## config.mk

```make
export PLATFORM = sky130hd
export DESIGN_NAME = perf_counter_ctrl
export DESIGN_NICKNAME = d
export VERILOG_FILES = /design/src/rtl/perf_counter_ctrl.sv
export SDC_FILE = /design/constraint.sdc
export NUM_CORES = 1
export LEC_CHECK = 0
export BUFFER_PORTS_ARGS = -buffer_cell sky130_fd_sc_hd__clkbuf_2
export CAP_MARGIN = 5
export CORE_ASPECT_RATIO = 0.9
export CORE_MARGIN = 2
export CORE_UTILIZATION = 62
export CTS_CLUSTER_DIAMETER = 200
export CTS_CLUSTER_SIZE = 16
export DETAILED_ROUTE_END_ITERATION = 16
export GPL_TIMING_DRIVEN = 0
export PLACE_DENSITY_LB_ADDON = 0.25
export SYNTH_ARGS = -nofsm -noshare
export SYNTH_HDL_FRONTEND = slang
export SYNTH_SLANG_ARGS = --single-unit
export TNS_END_PERCENT = 20
```

## constraint.sdc

```tcl
create_clock -name clk -period 2.4 [get_ports clk]
set_clock_uncertainty 0.05 [all_clocks]
set_input_delay 0.24 -clock clk [delete_from_list [all_inputs] [get_ports clk]]
set_output_delay 0.24 -clock clk [all_outputs]
set_load 0.02 [all_outputs]
```

## src/rtl/perf_counter_ctrl.sv

```systemverilog
// Bank of hold-qualified event counters with a shared valid/ready read / read-and-clear port.
// Optional build macro PERF_SATURATE_EN: counters saturate at all-ones instead of wrapping.
module perf_counter_ctrl #(
    parameter int NUM_CTR = 8,
    parameter int WIDTH   = 16,
    parameter int HOLD    = 2,
    localparam int AW     = (NUM_CTR > 1) ? $clog2(NUM_CTR) : 1
) (
    input  logic               clk,
    input  logic               reset,
    input  logic [NUM_CTR-1:0] event_i,
    input  logic               req_valid,
    output logic               req_ready,
    input  logic               req_clear,
    input  logic [AW-1:0]      req_addr,
    output logic               rsp_valid,
    input  logic               rsp_ready,
    output logic [WIDTH-1:0]   rsp_data,
    output logic               rsp_err,
    output logic               rsp_ovf
);

    localparam int              KW        = (HOLD > 0) ? $clog2(HOLD + 1) : 1;
    localparam logic [KW-1:0]   HOLD_K    = KW'(HOLD);
    localparam logic [AW:0]     NUM_CTR_W = (AW + 1)'(NUM_CTR);
    localparam logic [WIDTH-1:0] CTR_MAX  = '1;

    localparam logic [1:0] Q_IDLE    = 2'd0;
    localparam logic [1:0] Q_HOLDING = 2'd1;
    localparam logic [1:0] Q_LOCKED  = 2'd2;

    localparam logic A_IDLE = 1'b0;
    localparam logic A_RESP = 1'b1;

    logic [1:0]         qst_q [NUM_CTR];
    logic [1:0]         qst_d [NUM_CTR];
    logic [KW-1:0]      k_q   [NUM_CTR];
    logic [KW-1:0]      k_d   [NUM_CTR];
    logic [WIDTH-1:0]   ctr_q [NUM_CTR];
    logic [WIDTH-1:0]   ctr_d [NUM_CTR];
    logic [NUM_CTR-1:0] ovf_q, ovf_d;
    logic [NUM_CTR-1:0] inc;
    logic [NUM_CTR-1:0] clr_hit;

    logic               acc_q, acc_d;
    logic [WIDTH-1:0]   rsp_data_q, rsp_data_d;
    logic               rsp_err_q, rsp_err_d;
    logic               rsp_ovf_q, rsp_ovf_d;

    logic               hs;
    logic               addr_ok;
    logic [WIDTH-1:0]   sel_data;
    logic               sel_ovf;

    // One qualifier per channel: an event counts once per sustained assertion of HOLD+1 cycles.
    always_comb begin
        for (int i = 0; i < NUM_CTR; i++) begin
            qst_d[i] = qst_q[i];
            k_d[i]   = k_q[i];
            inc[i]   = 1'b0;
            case (qst_q[i])
                Q_IDLE: begin
                    if (event_i[i]) begin
                        if (HOLD == 0) begin
                            inc[i]   = 1'b1;
                            qst_d[i] = Q_LOCKED;
                        end else begin
                            qst_d[i] = Q_HOLDING;
                            k_d[i]   = KW'(1);
                        end
                    end
                end
                Q_HOLDING: begin
                    if (!event_i[i]) begin
                        qst_d[i] = Q_IDLE;
                    end else if (k_q[i] == HOLD_K) begin
                        inc[i]   = 1'b1;
                        qst_d[i] = Q_LOCKED;
                    end else begin
                        k_d[i] = k_q[i] + KW'(1);
                    end
                end
                Q_LOCKED: begin
                    if (!event_i[i]) qst_d[i] = Q_IDLE;
                end
                default: qst_d[i] = Q_IDLE;
            endcase
        end
    end

    assign hs      = req_valid && (acc_q == A_IDLE);
    assign addr_ok = ({1'b0, req_addr} < NUM_CTR_W);

    always_comb begin
        sel_data = '0;
        sel_ovf  = 1'b0;
        clr_hit  = '0;
        for (int i = 0; i < NUM_CTR; i++) begin
            if (req_addr == AW'(i)) begin
                sel_data   = ctr_q[i];
                sel_ovf    = ovf_q[i];
                clr_hit[i] = hs && req_clear;
            end
        end
    end

    // A clear in the handshake cycle wins over a same-cycle qualified increment.
    always_comb begin
        ovf_d = ovf_q;
        for (int i = 0; i < NUM_CTR; i++) begin
            ctr_d[i] = ctr_q[i];
            if (clr_hit[i]) begin
                ctr_d[i] = '0;
                ovf_d[i] = 1'b0;
            end else if (inc[i]) begin
`ifdef PERF_SATURATE_EN
                if (ctr_q[i] == CTR_MAX) ovf_d[i] = 1'b1;
                else                     ctr_d[i] = ctr_q[i] + WIDTH'(1);
`else
                ctr_d[i] = ctr_q[i] + WIDTH'(1);
                if (ctr_q[i] == CTR_MAX) ovf_d[i] = 1'b1;
`endif
            end
        end
    end

    always_comb begin
        acc_d      = acc_q;
        rsp_data_d = rsp_data_q;
        rsp_err_d  = rsp_err_q;
        rsp_ovf_d  = rsp_ovf_q;
        case (acc_q)
            A_IDLE: begin
                if (req_valid) begin
                    acc_d      = A_RESP;
                    rsp_err_d  = !addr_ok;
                    rsp_data_d = addr_ok ? sel_data : '0;
                    rsp_ovf_d  = addr_ok && sel_ovf;
                end
            end
            A_RESP: begin
                if (rsp_ready) acc_d = A_IDLE;
            end
            default: acc_d = A_IDLE;
        endcase
    end

    always_ff @(posedge clk) begin
        if (reset) begin
            for (int i = 0; i < NUM_CTR; i++) begin
                qst_q[i] <= Q_IDLE;
                k_q[i]   <= '0;
                ctr_q[i] <= '0;
            end
            ovf_q      <= '0;
            acc_q      <= A_IDLE;
            rsp_data_q <= '0;
            rsp_err_q  <= 1'b0;
            rsp_ovf_q  <= 1'b0;
        end else begin
            for (int i = 0; i < NUM_CTR; i++) begin
                qst_q[i] <= qst_d[i];
                k_q[i]   <= k_d[i];
                ctr_q[i] <= ctr_d[i];
            end
            ovf_q      <= ovf_d;
            acc_q      <= acc_d;
            rsp_data_q <= rsp_data_d;
            rsp_err_q  <= rsp_err_d;
            rsp_ovf_q  <= rsp_ovf_d;
        end
    end

    assign req_ready = (acc_q == A_IDLE);
    assign rsp_valid = (acc_q == A_RESP);
    assign rsp_data  = rsp_data_q;
    assign rsp_err   = rsp_err_q;
    assign rsp_ovf   = rsp_ovf_q;

endmodule

```

-- Word-level counts from Yosys, hierarchy flattened
Memories as Yosys holds them, arrays and structs flattened.
Cells that the tools add are included.
- reductions and logical operators: 28
- equal/unequal tests: 39
- bitwise logic cells: 25
- add/subtract/negate cells: 16
- mux-type cells: 166
- operators with widths (cell ; count):
    16-bit 2-to-1 mux ; 32
    2-bit 2-to-1 mux ; 72
    16-bit by 1-bit adder with 16-bit output, second input constant ; 8
    16-bit equality test, second input constant ; 8
    2-bit case mux with 3 select lines ; 8
    1-bit 2-to-1 mux ; 45
    2-bit equality test, second input constant ; 16
    2-bit case mux with 2 select lines ; 8
    1-bit OR ; 24
    2-bit AND reduction ; 9
    2-bit by 1-bit adder with 2-bit output, second input constant ; 8
    2-bit by 1-bit equality test with 1-bit output, second input constant ; 8
    2-bit logical NOT ; 8
    2-bit OR reduction ; 8
    3-bit equality test, second input constant ; 4
    3-bit by 2-bit equality test with 1-bit output, second input constant ; 2
    3-bit by 1-bit equality test with 1-bit output, second input constant ; 1
    3-bit logical NOT ; 1
    1-bit logical AND ; 2
    1-bit case mux with 2 select lines ; 1
    1-bit NOT ; 1
- output and inout bits: 20
- register bits after elaboration: 26
- word-level logic and storage cells: 288
- bits in writable memories: 160
- input bits: 16
- memories kept: 3
- memory list (memory ; depth ; width ; rd ports ; clocked after Yosys merged registers in ; wr ports ; RTL line ; source):
    ctr_q ; 8 ; 16 ; 8 ; 0 ; 8 ; 39 ; logic [WIDTH-1:0] ctr_q [NUM_CTR];
    k_q ; 8 ; 2 ; 8 ; 0 ; 8 ; 37 ; logic [KW-1:0] k_q [NUM_CTR];
    qst_q ; 8 ; 2 ; 8 ; 0 ; 8 ; 35 ; logic [1:0] qst_q [NUM_CTR];

-- Depth between registers and ports, before layout
- depth after elaboration: 9
- gate-level depth with buffers: 8
- mapped depth without buffers: 6

-- Worst setup path before layout
OpenSTA, ideal clock, no wires.
- path kind: reg2reg
- from: memory k_q[0][2] (netlist name)
- to: memory ctr_q[1][14], in the netlist ctr_q[0][30]
- setup time: 71 ps
- required time: 2279 ps
- data arrival time: 1855 ps
- period minus slack after synthesis: 1976 ps
- path buffers: 1
- path slack: 424 ps
- stages on the path, launching flop included: 8
- cell sequence: dfxtp_1 > inv_1 > ha_1 > nand4b_4 > or4_1 > buf_2 > or3_1 > a21oi_1
- RTL lines (item ; RTL line):
    from (decl) ; 37
    to (decl) ; 39

==> metrics.yaml <==
regToRegSetupSlack_ns: 0.14
layout_common_cells: "dfxtp_1 (186), nor2_1 (117), a21oi_1 (92)"
drive_gt1_share_pct: 7.87
timing.max_cap.violations: 0
hold_slack_ns: 0.0128
finalNetCount: 1240
tightest_slew_ns: 0.750
drtPass1Iterations: 6
final.min_clock_period_ns: 2.26
cp-start-kind: "flop"
initialDrtViolationCount: 971
crit_required_ns: 2.71
placedCellCount: 1390
ir_worst_vdd_mv: 0.601
die-height_um: 122
grt_pass1_wl_um: 41300
hold_path_depth: 2
postSynthAreaPerCell_um2: 8.32
place.gp.congestion: 1.03
leakage_nw: 3.79
routed-via-count: 8947
cts.clk_slew.worst_paths_ns: 0.06
antenna_found_initial: 0
synth_area_leader_cell: "dfxtp_1"
yosysWarnings: 0
area_growth_pct: 10.7
synth-edff-count: 0
regArea_um2: 3720
finalInstanceArea_um2: 10600
cts_tree: "built"
timing.setup.tns_ns: 0
routed_wl_um: 25600
clock_tree.buffer_depth: 2
setup_violations: 0
power_density_nw_per_um2: 600
wl_per_cell_um: 18.0
cp.arrival_ns: 2.57
grt_overflow: 0
dp_hpwl_um: 18900
async_flop_share_pct: 0
fp.dieArea_um2: 16500
grt_pass1_vias: 8076
slew_violations: 0
via_per_inst: 6.29
cp-endpoint: "ctr_q[1][59]"
port_buffers: 34
fill_cells: 1252
multiInputGateArea_um2: 5410
initial_utilization_pct: 62.8
synth.cell_area_um2: 9600
die_x_um: 135
synthFlopType: "dfxtp_1"
ios: 36
hp-class: "in -> reg"
timing.rr.end: "ctr_q[1][59]"
drc_errors: 0
crit_path_start: "k_q[1][6]"
max_freq_mhz: 442
antenna_left: 0
cts-root-buf: "clkbuf_16"
ys_top_cells_by_area: "dfxtp_1 (39%), a21oi_1 (4.8%), nor2_1 (4.6%)"
synth_nets: 1186
rows: 43
layout.cells.most_common: "dfxtp_1"
hold_violations: 0
clock_latency_ns: 0.44
cts-buffers-inserted: 17
yosys.cell_types.count: 57
rr_worst_depth: 8
synth_seq_cells: 186
finalCritPeriodShare_pct: 94.2
ys_seq_area_share_pct: 38.8
worstSetupPathType: "reg -> reg"
num_antenna_cells: 0
rsz0062_at_grt: "false"
coreArea_um2: 15300
grt_util_all_layers_pct: 31.9
status: "finished clean"
placed_area_um2: 10000
postCtsSetupBuffers: 0
fin_cells: 1422
r2r-start: "k_q[1][6]"
htree_levels: 4
critPathCaptureType: "flop"
cp_max_fo: 10
cts_sinks: 186
postSynthCellCount: 1154
yosysTopAreaCellShare_pct: 38.8
maxSlewHeadroom_pct: 50.0
grt_max_degree: 17
layer usage:
layer	up-vias	GRT usage (%)	share of wire (%)
li1	4283	-	-
met1	4237	44.9	45
met2	374	49.1	44
met3	53	7.45	8.8
met4	0	9.38	2.3
met5	-	0	0
cell type report:
| class | instances | share of cell area [%] |
|---|---|---|
| Buffer | 60 | 2.29 |
| Inverter | 64 | 2.26 |
| Timing Repair Buffer | 35 | 1.69 |
| Multi-Input combinational cell | 844 | 50.9 |
| Sequential cell | 186 | 35.0 |
| Tap cell | 202 | 2.38 |
| Clock inverter | 9 | 1.08 |
| Clock buffer | 22 | 4.37 |
through the flow:
step	setup slack, ns	utilization [%]	power [mW]
2_1_floorplan	0.424	-	3.49
4_1_cts	0.0635	69.5	6.40
5_1_grt	0.0186	69.6	6.57
3_5_place_dp	-0.00127	65.6	3.64
3_3_place_gp	0.0274	65.6	3.63
6_report	0.139	69.6	6.38
worst max-delay path, cell delays in order, from the launching register on:
cell and delay, ns:
dfxtp_1 0.33, inv_1 0.06, ha_1 0.20, and4b_1 0.28, buf_2 0.25, nand4_1 0.17
clkbuf_1 0.26, or4_1 0.44, a21oi_1 0.16
state kept, by name, summed over array words and instances, names as in the netlist:
name / count
rsp_data: 16
ovf_q: 8
rsp_ovf: 1
k_q: 16
qst_q: 16
rsp_valid: 1
ctr_q: 128
worst min-delay path by stage:
stage | slack [ns] | to | startpoint
floorplan | 0.29 | rsp_valid | rsp_ready
global placement | 0.38 | rsp_valid | rsp_ready
detailed placement | 0.41 | ovf_q[4] | ovf_q[4]
CTS | 0.002 | qst_q[1][7] | event_i[7]
global route | 0.002 | qst_q[1][7] | event_i[7]
finish | 0.01 | qst_q[1][7] | event_i[7]
timing repair:
action / 4_1_cts / 5_1_grt
gates resized for setup: 0 / 6
setup endpoints to repair: 0 / 23
hold endpoints to repair: 1 / 0
hold buffers: 1 / 0
report_power, final:
| group | leakage [nW] | internal [mW] | switching (mW) |
|---|---|---|---|
| Combinational | 2.01 | 0.142 | 0.302 |
| Clock | 0.277 | 1.59 | 1.21 |
| Sequential | 1.50 | 3.12 | 0.0286 |
| Total | 3.79 | 4.85 | 1.54 |
synth_stat cells (all sizes together) (26+ instances only):
cell	n
clkbuf	40
or3	36
nand2b	31
dfxtp	186
inv	64
nand2	85
a21oi	92
o21ai	37
xnor2	47
nand4	26
mux2i	36
nand3	36
nor2	117
cell families (layout without fill, tap and decap cells):
logic type | count (synthesis) | count (layout) | share of synthesized area, %
and+or+nand+nor | 461 | 461 | 25.8
AOI/OAI and AO/OA | 256 | 256 | 17.6
DFF | 186 | 186 | 38.8
buffers and inverters | 124 | 190 | 5.02
xor gates and xnor gates | 66 | 66 | 6.02
muxes | 44 | 44 | 4.69
adders and majority gates | 16 | 16 | 2.08
other | 1 | 1 | 0.0391
Note: power is estimated with default switching activity, not from simulation.
